<file path="config.mk">
export PLATFORM = sky130hd
export DESIGN_NAME = decode_stage_flat
export DESIGN_NICKNAME = d
export VERILOG_FILES = /design/src/rtl/decode_stage_if.sv /design/src/rtl/decode_stage.sv /design/src/flat_wrapper.sv
export SDC_FILE = /design/constraint.sdc
export NUM_CORES = 1
export LEC_CHECK = 0
export ABC_AREA = 1
export CAP_MARGIN = 0
export CORE_AREA = 2 2 153 155
export CTS_BUF_LIST = sky130_fd_sc_hd__clkbuf_16
export CTS_CLUSTER_SIZE = 20
export DETAILED_ROUTE_END_ITERATION = 8
export DIE_AREA = 0 0 155 157
export PLACE_DENSITY = 0.71
export SLEW_MARGIN = 20
export SYNTH_ARGS = -nofsm -noshare
export SYNTH_HDL_FRONTEND = slang
export SYNTH_SLANG_ARGS = --single-unit
export TNS_END_PERCENT = 50
</file>
<file path="constraint.sdc">
create_clock -name clk -period 3.2 [get_ports clk]
set_clock_uncertainty 0.05 [all_clocks]
set_input_delay 0.32 -clock clk [delete_from_list [all_inputs] [get_ports clk]]
set_output_delay 0.32 -clock clk [all_outputs]
set_load 0.01 [all_outputs]
</file>
<file path="src/rtl/decode_stage_if.sv">
// Decode-stage bus bundle: fetch slot, register-file read port, bypass sources
// from E/M/W, and the D/E pipeline register outputs.
interface decode_stage_if #(
  parameter int WIDTH     = 32,
  parameter int REG_WIDTH = 5
);
  logic                 f_valid_i;
  logic [31:0]          f_instr_i;
  logic [WIDTH-1:0]     f_pc_i;
  logic [REG_WIDTH-1:0] d_rs1_o;
  logic [REG_WIDTH-1:0] d_rs2_o;
  logic [WIDTH-1:0]     reg_valA_i;
  logic [WIDTH-1:0]     reg_valB_i;
  logic [REG_WIDTH-1:0] e_fwd_rd_i;
  logic                 e_fwd_wen_i;
  logic                 e_is_load_i;
  logic [WIDTH-1:0]     e_valE_i;
  logic [REG_WIDTH-1:0] m_rd_i;
  logic                 m_wen_i;
  logic [WIDTH-1:0]     m_valM_i;
  logic [REG_WIDTH-1:0] w_rd_i;
  logic                 w_wen_i;
  logic [WIDTH-1:0]     w_valWB_i;
  logic                 flush_i;
  logic                 d_stall_o;
  logic                 e_valid_o;
  logic [WIDTH-1:0]     e_pc_o;
  logic [31:0]          e_instr_o;
  logic [WIDTH-1:0]     e_valA_o;
  logic [WIDTH-1:0]     e_valB_o;
  logic [REG_WIDTH-1:0] e_rd_o;

  modport master (
    output f_valid_i, f_instr_i, f_pc_i, reg_valA_i, reg_valB_i,
           e_fwd_rd_i, e_fwd_wen_i, e_is_load_i, e_valE_i,
           m_rd_i, m_wen_i, m_valM_i, w_rd_i, w_wen_i, w_valWB_i, flush_i,
    input  d_rs1_o, d_rs2_o, d_stall_o, e_valid_o, e_pc_o, e_instr_o,
           e_valA_o, e_valB_o, e_rd_o
  );

  modport slave (
    input  f_valid_i, f_instr_i, f_pc_i, reg_valA_i, reg_valB_i,
           e_fwd_rd_i, e_fwd_wen_i, e_is_load_i, e_valE_i,
           m_rd_i, m_wen_i, m_valM_i, w_rd_i, w_wen_i, w_valWB_i, flush_i,
    output d_rs1_o, d_rs2_o, d_stall_o, e_valid_o, e_pc_o, e_instr_o,
           e_valA_o, e_valB_o, e_rd_o
  );
endinterface

</file>
<file path="src/rtl/decode_stage.sv">
// Decode stage: operand bypass from E/M/W, load-use stall detection and the
// D/E pipeline register.
module decode_stage #(
  parameter int WIDTH     = 32,
  parameter int REG_WIDTH = 5
) (
  input  logic          clk,
  input  logic          rst,
  decode_stage_if.slave bus
);
  localparam logic [31:0] NOP = 32'h00000013;

  logic [REG_WIDTH-1:0] rs1, rs2, rd;
  logic [WIDTH-1:0]     op_a, op_b;
  logic                 e_ok, m_ok, w_ok;
  logic                 load_use, stall;

  logic                 e_valid_q;
  logic [WIDTH-1:0]     e_pc_q, e_val_a_q, e_val_b_q;
  logic [31:0]          e_instr_q;
  logic [REG_WIDTH-1:0] e_rd_q;

  assign rs1 = REG_WIDTH'(bus.f_instr_i[19:15]);
  assign rs2 = REG_WIDTH'(bus.f_instr_i[24:20]);
  assign rd  = REG_WIDTH'(bus.f_instr_i[11:7]);

  // A load in E has no data yet, so it is never a bypass source.
  assign e_ok = bus.e_fwd_wen_i && !bus.e_is_load_i && (bus.e_fwd_rd_i != '0);
  assign m_ok = bus.m_wen_i && (bus.m_rd_i != '0);
  assign w_ok = bus.w_wen_i && (bus.w_rd_i != '0);

  // Later assignments win, so ordering W, M, E gives E the highest priority.
  always_comb begin
    op_a = bus.reg_valA_i;
    if (w_ok && bus.w_rd_i == rs1)     op_a = bus.w_valWB_i;
    if (m_ok && bus.m_rd_i == rs1)     op_a = bus.m_valM_i;
    if (e_ok && bus.e_fwd_rd_i == rs1) op_a = bus.e_valE_i;
    if (rs1 == '0)                     op_a = '0;

    op_b = bus.reg_valB_i;
    if (w_ok && bus.w_rd_i == rs2)     op_b = bus.w_valWB_i;
    if (m_ok && bus.m_rd_i == rs2)     op_b = bus.m_valM_i;
    if (e_ok && bus.e_fwd_rd_i == rs2) op_b = bus.e_valE_i;
    if (rs2 == '0)                     op_b = '0;
  end

  assign load_use = bus.f_valid_i && bus.e_fwd_wen_i && bus.e_is_load_i &&
                    (bus.e_fwd_rd_i != '0) &&
                    ((bus.e_fwd_rd_i == rs1) || (bus.e_fwd_rd_i == rs2));
  assign stall    = load_use && !bus.flush_i && !rst;

  always_ff @(posedge clk) begin
    if (rst) begin
      e_valid_q <= 1'b0;
      e_pc_q    <= '0;
      e_instr_q <= NOP;
      e_val_a_q <= '0;
      e_val_b_q <= '0;
      e_rd_q    <= '0;
    end else if (bus.flush_i || stall || !bus.f_valid_i) begin
      e_valid_q <= 1'b0;
      e_instr_q <= NOP;
      e_val_a_q <= '0;
      e_val_b_q <= '0;
      e_rd_q    <= '0;
    end else begin
      e_valid_q <= 1'b1;
      e_pc_q    <= bus.f_pc_i;
      e_instr_q <= bus.f_instr_i;
      e_val_a_q <= op_a;
      e_val_b_q <= op_b;
      e_rd_q    <= rd;
    end
  end

  assign bus.d_rs1_o   = rs1;
  assign bus.d_rs2_o   = rs2;
  assign bus.d_stall_o = stall;
  assign bus.e_valid_o = e_valid_q;
  assign bus.e_pc_o    = e_pc_q;
  assign bus.e_instr_o = e_instr_q;
  assign bus.e_valA_o  = e_val_a_q;
  assign bus.e_valB_o  = e_val_b_q;
  assign bus.e_rd_o    = e_rd_q;
endmodule

</file>
<file path="src/flat_wrapper.sv">
// flat-port wrapper written by rule: the top's interface ports become plain ports
module decode_stage_flat 
#(
  parameter int WIDTH     = 32,
  parameter int REG_WIDTH = 5
)
  (clk, rst, bus_f_valid_i, bus_f_instr_i, bus_f_pc_i, bus_reg_valA_i, bus_reg_valB_i, bus_e_fwd_rd_i, bus_e_fwd_wen_i, bus_e_is_load_i, bus_e_valE_i, bus_m_rd_i, bus_m_wen_i, bus_m_valM_i, bus_w_rd_i, bus_w_wen_i, bus_w_valWB_i, bus_flush_i, bus_d_rs1_o, bus_d_rs2_o, bus_d_stall_o, bus_e_valid_o, bus_e_pc_o, bus_e_instr_o, bus_e_valA_o, bus_e_valB_o, bus_e_rd_o);
  decode_stage_if #(.WIDTH(WIDTH), .REG_WIDTH(REG_WIDTH)) bus_i ();
  input  logic clk;
  input  logic rst;
  input wire logic [$bits(bus_i.f_valid_i)-1:0] bus_f_valid_i;
  input wire logic [$bits(bus_i.f_instr_i)-1:0] bus_f_instr_i;
  input wire logic [$bits(bus_i.f_pc_i)-1:0] bus_f_pc_i;
  input wire logic [$bits(bus_i.reg_valA_i)-1:0] bus_reg_valA_i;
  input wire logic [$bits(bus_i.reg_valB_i)-1:0] bus_reg_valB_i;
  input wire logic [$bits(bus_i.e_fwd_rd_i)-1:0] bus_e_fwd_rd_i;
  input wire logic [$bits(bus_i.e_fwd_wen_i)-1:0] bus_e_fwd_wen_i;
  input wire logic [$bits(bus_i.e_is_load_i)-1:0] bus_e_is_load_i;
  input wire logic [$bits(bus_i.e_valE_i)-1:0] bus_e_valE_i;
  input wire logic [$bits(bus_i.m_rd_i)-1:0] bus_m_rd_i;
  input wire logic [$bits(bus_i.m_wen_i)-1:0] bus_m_wen_i;
  input wire logic [$bits(bus_i.m_valM_i)-1:0] bus_m_valM_i;
  input wire logic [$bits(bus_i.w_rd_i)-1:0] bus_w_rd_i;
  input wire logic [$bits(bus_i.w_wen_i)-1:0] bus_w_wen_i;
  input wire logic [$bits(bus_i.w_valWB_i)-1:0] bus_w_valWB_i;
  input wire logic [$bits(bus_i.flush_i)-1:0] bus_flush_i;
  output wire logic [$bits(bus_i.d_rs1_o)-1:0] bus_d_rs1_o;
  output wire logic [$bits(bus_i.d_rs2_o)-1:0] bus_d_rs2_o;
  output wire logic [$bits(bus_i.d_stall_o)-1:0] bus_d_stall_o;
  output wire logic [$bits(bus_i.e_valid_o)-1:0] bus_e_valid_o;
  output wire logic [$bits(bus_i.e_pc_o)-1:0] bus_e_pc_o;
  output wire logic [$bits(bus_i.e_instr_o)-1:0] bus_e_instr_o;
  output wire logic [$bits(bus_i.e_valA_o)-1:0] bus_e_valA_o;
  output wire logic [$bits(bus_i.e_valB_o)-1:0] bus_e_valB_o;
  output wire logic [$bits(bus_i.e_rd_o)-1:0] bus_e_rd_o;
  assign bus_i.f_valid_i = bus_f_valid_i;
  assign bus_i.f_instr_i = bus_f_instr_i;
  assign bus_i.f_pc_i = bus_f_pc_i;
  assign bus_i.reg_valA_i = bus_reg_valA_i;
  assign bus_i.reg_valB_i = bus_reg_valB_i;
  assign bus_i.e_fwd_rd_i = bus_e_fwd_rd_i;
  assign bus_i.e_fwd_wen_i = bus_e_fwd_wen_i;
  assign bus_i.e_is_load_i = bus_e_is_load_i;
  assign bus_i.e_valE_i = bus_e_valE_i;
  assign bus_i.m_rd_i = bus_m_rd_i;
  assign bus_i.m_wen_i = bus_m_wen_i;
  assign bus_i.m_valM_i = bus_m_valM_i;
  assign bus_i.w_rd_i = bus_w_rd_i;
  assign bus_i.w_wen_i = bus_w_wen_i;
  assign bus_i.w_valWB_i = bus_w_valWB_i;
  assign bus_i.flush_i = bus_flush_i;
  assign bus_d_rs1_o = bus_i.d_rs1_o;
  assign bus_d_rs2_o = bus_i.d_rs2_o;
  assign bus_d_stall_o = bus_i.d_stall_o;
  assign bus_e_valid_o = bus_i.e_valid_o;
  assign bus_e_pc_o = bus_i.e_pc_o;
  assign bus_e_instr_o = bus_i.e_instr_o;
  assign bus_e_valA_o = bus_i.e_valA_o;
  assign bus_e_valB_o = bus_i.e_valB_o;
  assign bus_e_rd_o = bus_i.e_rd_o;
  decode_stage #(.WIDTH(WIDTH), .REG_WIDTH(REG_WIDTH)) u_core (.clk(clk), .rst(rst), .bus(bus_i));
endmodule
</file>
==> metrics.txt, run 1 <==
status=finished, final reports clean; Setup crit end kind=primary output; commonest cells in the netlist=nand2_1, inv_1, nand3_1; mux share of post-synthesis cell area=0%; asr flop ratio synth=0%; RSZ-0062 raised after global routing=no; initial core utilization=35.5%; antenna violations before repair=2; largest family of logic cells by synthesized area=simple AND/OR/NAND/NOR gates; DIE AREA=24300 µm²; drc violations=0; simple-gate area share of the yosys netlist=42.0%; IO Port Bufs=391; Leakage=0.00649 µW; std cell rows=55; Root Buffer=clkbuf_16; first-pass GRT wire length=49.4 mm; flops & latches, synth=129; hold buffer count at cts=0; # Post-CTS Setup Buffers=0; average size of a mapped cell=6.17 µm²; worst r2r src=u_core.bus.e_pc_o[19]$_SDFFE_PP0N_; Setup CP Type=input port to primary output; setup_tns=0 ps; Adder-Cell Fraction of Synth Area=0%; vias in the first global route=9008; clock slew at reported path FFs=70 ps; Synth Area in XOR/XNOR=1.97%; final worst-path cycle share=84.5%; CTS tree=yes; Design Area, Final=12500 µm²; HPWL after DPL=22.8 mm; Tmin final=2700 ps; Max-slew headroom=43.9%; CP arrival=2330 ps; Mapped Area=7990 µm²; post-route setup slack=497 ps; Synth Area in Compound Gates=3.41%; Worst Max-Slew Pin Slew=842 ps; top_reg_cell synth=dfxtp_1; Flop pwr share=35.6%; largest area contributor in the netlist=dfxtp_1; vias per cell=4.77; die span in x=155 µm; Ys Warns=0; Placement Cell Area=11900 µm²; Fmax achieved=370 MHz; Crit Path Max Fanout=5; Setup crit start kind=input port; sequential area share after synthesis=32.3%; # resized after CTS=0; internal power=3290 µW; CORE AREA=22500 µm²; syn_nets=1543; Routed WL per cell=16.9 µm; final setup vio count=0; share of layout cells above drive strength 1=8.43%; clock sink total=129; Area Overhead vs Synth=56.0%; pre-CTS setup slack=559 ps; FF-to-FF path depth=2; number of enable flip-flop cells after synthesis=0; DRT Pass-1 Iters=7; all-layer global routing usage=26.2%; Num CTS Buffers=17; most common cell in the synthesized netlist=nand2_1; antenna-violating nets left=0; top cells by area, synth=dfxtp_1, nand2_1, nand3_1, inv_1, nor2_1; worst r2r dst=u_core.bus.e_pc_o[19]$_SDFFE_PP0N_; initial DRC count=731; Placed Cells=1902; final net count=1883; largest net degree at the start of global routing=65; Top Ports=392; Synth cell types=28; non-filler instance count after layout=1936; sw power=1440 µW; critical path launch point=bus_f_instr_i[15]; FF-to-FF setup slack=2520 ps; routed wire length=32.7 mm; Max Root-Sink Buffers=2; Crit path required time=2830 ps; H-tree depth=4; top cell type's share of synthesized area=32.3%; GPL Wtd Cong=0.914; number of max-cap violations=0; Worst-Skew Late Latency=410 ps; final hold slack=359 ps; Worst Setup EP=bus_d_stall_o; Max VDD drop=0.000312 V; min-delay worst type=input port to flip-flop; final hold violation count=0; routed via count=9227; Combinational Power Share=20.7%; Slew Limit Fails=0; clock network power share=43.7%; chip height=157 µm; Post-Syn Instances=1296; GR Overflow Total=0; sw frac=30.4%; Pwr Density=379 nW/µm²
## cell usage in the layout (no fill, tap or decap), drive strengths merged
| cell type | netlist | routed |
|---|---|---|
| xor2 | 7 | 7 |
| clkbuf | 16 | 17 |
| xnor2 | 11 | 11 |
| nand2b | 2 | 2 |
| nand2 | 336 | 336 |
| buf | 75 | 22 |
| bufinv | 0 | 1 |
| clkinv | 0 | 3 |
| clkdlybuf4s50 | 0 | 390 |
| dfxtp | 129 | 129 |
| a21oi | 32 | 32 |
| nand4 | 33 | 33 |
| nor2 | 175 | 175 |
| nand3 | 205 | 205 |
| or2 | 3 | 3 |
| inv | 268 | 279 |
| nor3 | 4 | 4 |
| diode | 0 | 2 |
## routing by layer
layer  global-route usage, %  part of all wire [%]
met4                    9.30                   2.1
met3                    6.00                   7.5
met5                       0                     0
met2                    45.2                    49
met1                    31.9                    42
## final cells by class
cell class / count / area (µm²)
fillers: 2206 / 10000
repair buffers: 412 / 4080
multi-input cells: 808 / 3830
flip-flops and latches: 129 / 2580
inverters: 268 / 1010
clock buffers: 17 / 425
well taps: 285 / 357
clock inverters: 15 / 183
diodes: 2 / 5.00
## state kept, by name (all words and copies together) (netlist names)
register              flops
u_core.bus.e_valB_o      32
u_core.bus.e_rd_o         4
u_core.bus.e_valid_o      1
u_core.bus.e_instr_o     28
u_core.bus.e_valA_o      32
u_core.bus.e_pc_o        32
## metrics by stage
step,utilization [%],power (µW)
floorplan,-,2130
global placement,52.7,2690
detailed placement,52.7,2690
CTS,55.4,4760
global route,55.4,4930
finish,55.4,4730
## worst max-delay path, cell delays in order
cell and delay (ps):
clkdlybuf4s50_1 700, inv_2 90, nand2_1 80, nand2_1 60, nor2_1 110, nand3_1 120
nand2_1 130, nand2_4 100, inv_1 80, clkdlybuf4s50_1 550
## cells by family (layout without fill, tap and decap cells)
group                     count (synthesis)  in the layout
AOI/OAI and AO/OA                        32             32
xor gates and xnor gates                 18             18
buffers and inverters                   359            712
DFF                                     129            129
other                                     0              2
and+or+nand+nor                         758            758
## power groups by stage
stage                     Clock (µW)  Sequential (µW)  Combinational [µW]
final                           2070             1680                 979
after global routing            2190             1690                1050
after CTS                       2110             1680                 973
after detailed placement           0             1720                 968
after global placement             0             1720                 966
after floorplan                    0             1750                 383
## worst min-delay path by stage
stage | from | to | slack [ps] | depth (start not counted)
floorplan | bus_f_instr_i[0] | u_core.bus.e_instr_o[0]$_SDFF_PP1_ | 380 | 1
global placement | u_core.bus.e_pc_o[0]$_SDFFE_PP0N_ | u_core.bus.e_pc_o[0]$_SDFFE_PP0N_ | 400 | 2
detailed placement | u_core.bus.e_pc_o[0]$_SDFFE_PP0N_ | u_core.bus.e_pc_o[0]$_SDFFE_PP0N_ | 400 | 2
CTS | bus_f_instr_i[14] | u_core.bus.e_instr_o[14]$_SDFF_PP0_ | 340 | 3
global route | bus_f_instr_i[14] | u_core.bus.e_instr_o[14]$_SDFF_PP0_ | 350 | 3
finish | bus_f_instr_i[14] | u_core.bus.e_instr_o[14]$_SDFF_PP0_ | 360 | 3
Power figures use the tool's default switching activity.
==> inputs of run 2 (changes only) <==
CORE_AREA = 2 2 152 154   (was 2 2 153 155)
DIE_AREA = 0 0 154 156   (was 0 0 155 157)
PLACE_DENSITY = 0.72   (was 0.71)
clock period = 2.79 ns   (was 3.2 ns; I/O delays follow)
==> run 2 against run 1 <==
Compared with the run above: via count is essentially flat; wire length shrank 2.6%; combinational power grew 15%; power grew 12%; largest cell class unchanged; critical path depth is the same; core utilization grew 0.44 points; critical endpoint unchanged.
==> metrics.txt, run 2 (synthesis gave the netlist of run 1 again) <==
routed via count=9220; chip height=156 µm; antenna-violating nets left=0; Top Ports=392; # resized after CTS=0; H-tree depth=4; GPL Wtd Cong=0.904; commonest non-fill, non-tap cells in the layout=clkdlybuf4s50_1, nand2_1, inv_1, nand3_1, nor2_1; hold buffer count at cts=0; setup_tns=0 ps; number of max-cap violations=0; clock slew at reported path FFs=70 ps; DRT Pass-1 Iters=5; post-route setup slack=252 ps; CTS tree=yes; largest net degree at the start of global routing=65; Setup crit start kind=input port; Worst Max-Slew Pin Slew=523 ps; Pwr Density=424 nW/µm²; CP arrival=2210 ps; Multi-input gate area=3820 µm²; register area=2580 µm²; antenna violations before repair=2; most common cell after layout, fill and taps aside=clkdlybuf4s50_1; Max Root-Sink Buffers=2; initial core utilization=35.7%; min-delay worst type=input port to flip-flop; Setup CP Type=input port to primary output; Tmin final=2540 ps; final net count=1889; CORE AREA=22400 µm²; Placed Cells=1908; Leakage=0.00650 µW; GR Overflow Total=0; HPWL after DPL=22.6 mm; clock sink total=129; Worst-Skew Late Latency=410 ps; Slew Limit Fails=0; RSZ-0062 raised after global routing=no; Max VDD drop=0.000372 V; share of layout cells above drive strength 1=8.70%; vias per cell=4.75; non-filler instance count after layout=1941; Area Overhead vs Synth=56.3%; Fmax achieved=394 MHz; Routed WL per cell=16.4 µm; Fillers=2174; die span in x=154 µm; DIE AREA=24000 µm²; final worst-path cycle share=91.0%; drc violations=0; initial DRC count=702; Setup crit end kind=primary output; std cell rows=55; final setup vio count=0; # Post-CTS Setup Buffers=0; Num CTS Buffers=17; final hold violation count=0; Crit Path Max Fanout=5; Max-slew headroom=65.1%; vias in the first global route=8888; all-layer global routing usage=26.0%; routed wire length=31.9 mm; Root Buffer=clkbuf_16; Crit path required time=2460 ps; first-pass GRT wire length=48.9 mm; IO Port Bufs=391; pre-CTS setup slack=179 ps; status=finished, final reports clean
==> run 2: changes by cell type in the layout (fill, tap and decap cells not counted), sizes merged <==
| cell | delta |
|---|---|
| clkinv | -1 |
| clkinvlp | +4 |
| inv | -3 |
| diode | -1 |
| buf | +6 |
==> run 2: final timing paths <==
check / from / end / slack, ps / depth (start not counted)
setup / recovery: bus_f_instr_i[15] / bus_d_stall_o / 250 / 10
hold / removal: bus_f_instr_i[26] / u_core.bus.e_instr_o[26]$_SDFF_PP0_ / 320 / 3
setup reg to reg: u_core.bus.e_pc_o[17]$_SDFFE_PP0N_ / u_core.bus.e_pc_o[17]$_SDFFE_PP0N_ / 2130 / 2
hold reg to reg: u_core.bus.e_pc_o[0]$_SDFFE_PP0N_ / u_core.bus.e_pc_o[0]$_SDFFE_PP0N_ / 410 / 2
==> run 2: stage by stage <==
stage / power, µW / hold WS (ps) / cell area, µm² / util [%]
after detailed placement: 3090 / 404 / 11900 / 53.3
after CTS: 5340 / 305 / 12500 / 55.8
after global placement: 3080 / 399 / 11900 / 53.3
after global routing: 5520 / 323 / 12500 / 55.8
final: 5300 / 322 / 12500 / 55.8
after floorplan: 2440 / 336 / 7990 / -
==> run 2: worst max-delay path: stages <==
cell,delay [ps]
clkdlybuf4s50_1,660
inv_2,80
nand2_1,60
nand2_1,50
nor2_1,90
nand3_1,100
nand2_1,150
nand2_4,50
inv_1,110
clkdlybuf4s50_1,580
==> run 2: area by class of cell <==
type                            instances  area share [%]
Clock inverter                         15            1.18
Antenna cell                            1          0.0200
Tap cell                              285            2.85
Multi-Input combinational cell        808            30.6
Clock buffer                           17            3.41
Inverter                              268            8.05
Sequential cell                       129            20.7
Timing Repair Buffer                  418            33.2
==> run 2: power by group <==
part | internal (µW) | leakage (µW) | switching (µW)
Clock | 1250 | 0.000273 | 986
Combinational | 584 | 0.00518 | 542
Sequential | 1900 | 0.00105 | 28.1
==> run 2: layer usage <==
metal	share of wire [%]	global-route usage [%]
met1	41	32.8
met2	47	43.3
met3	7.7	5.03
met4	3.5	11.5
met5	0.041	0
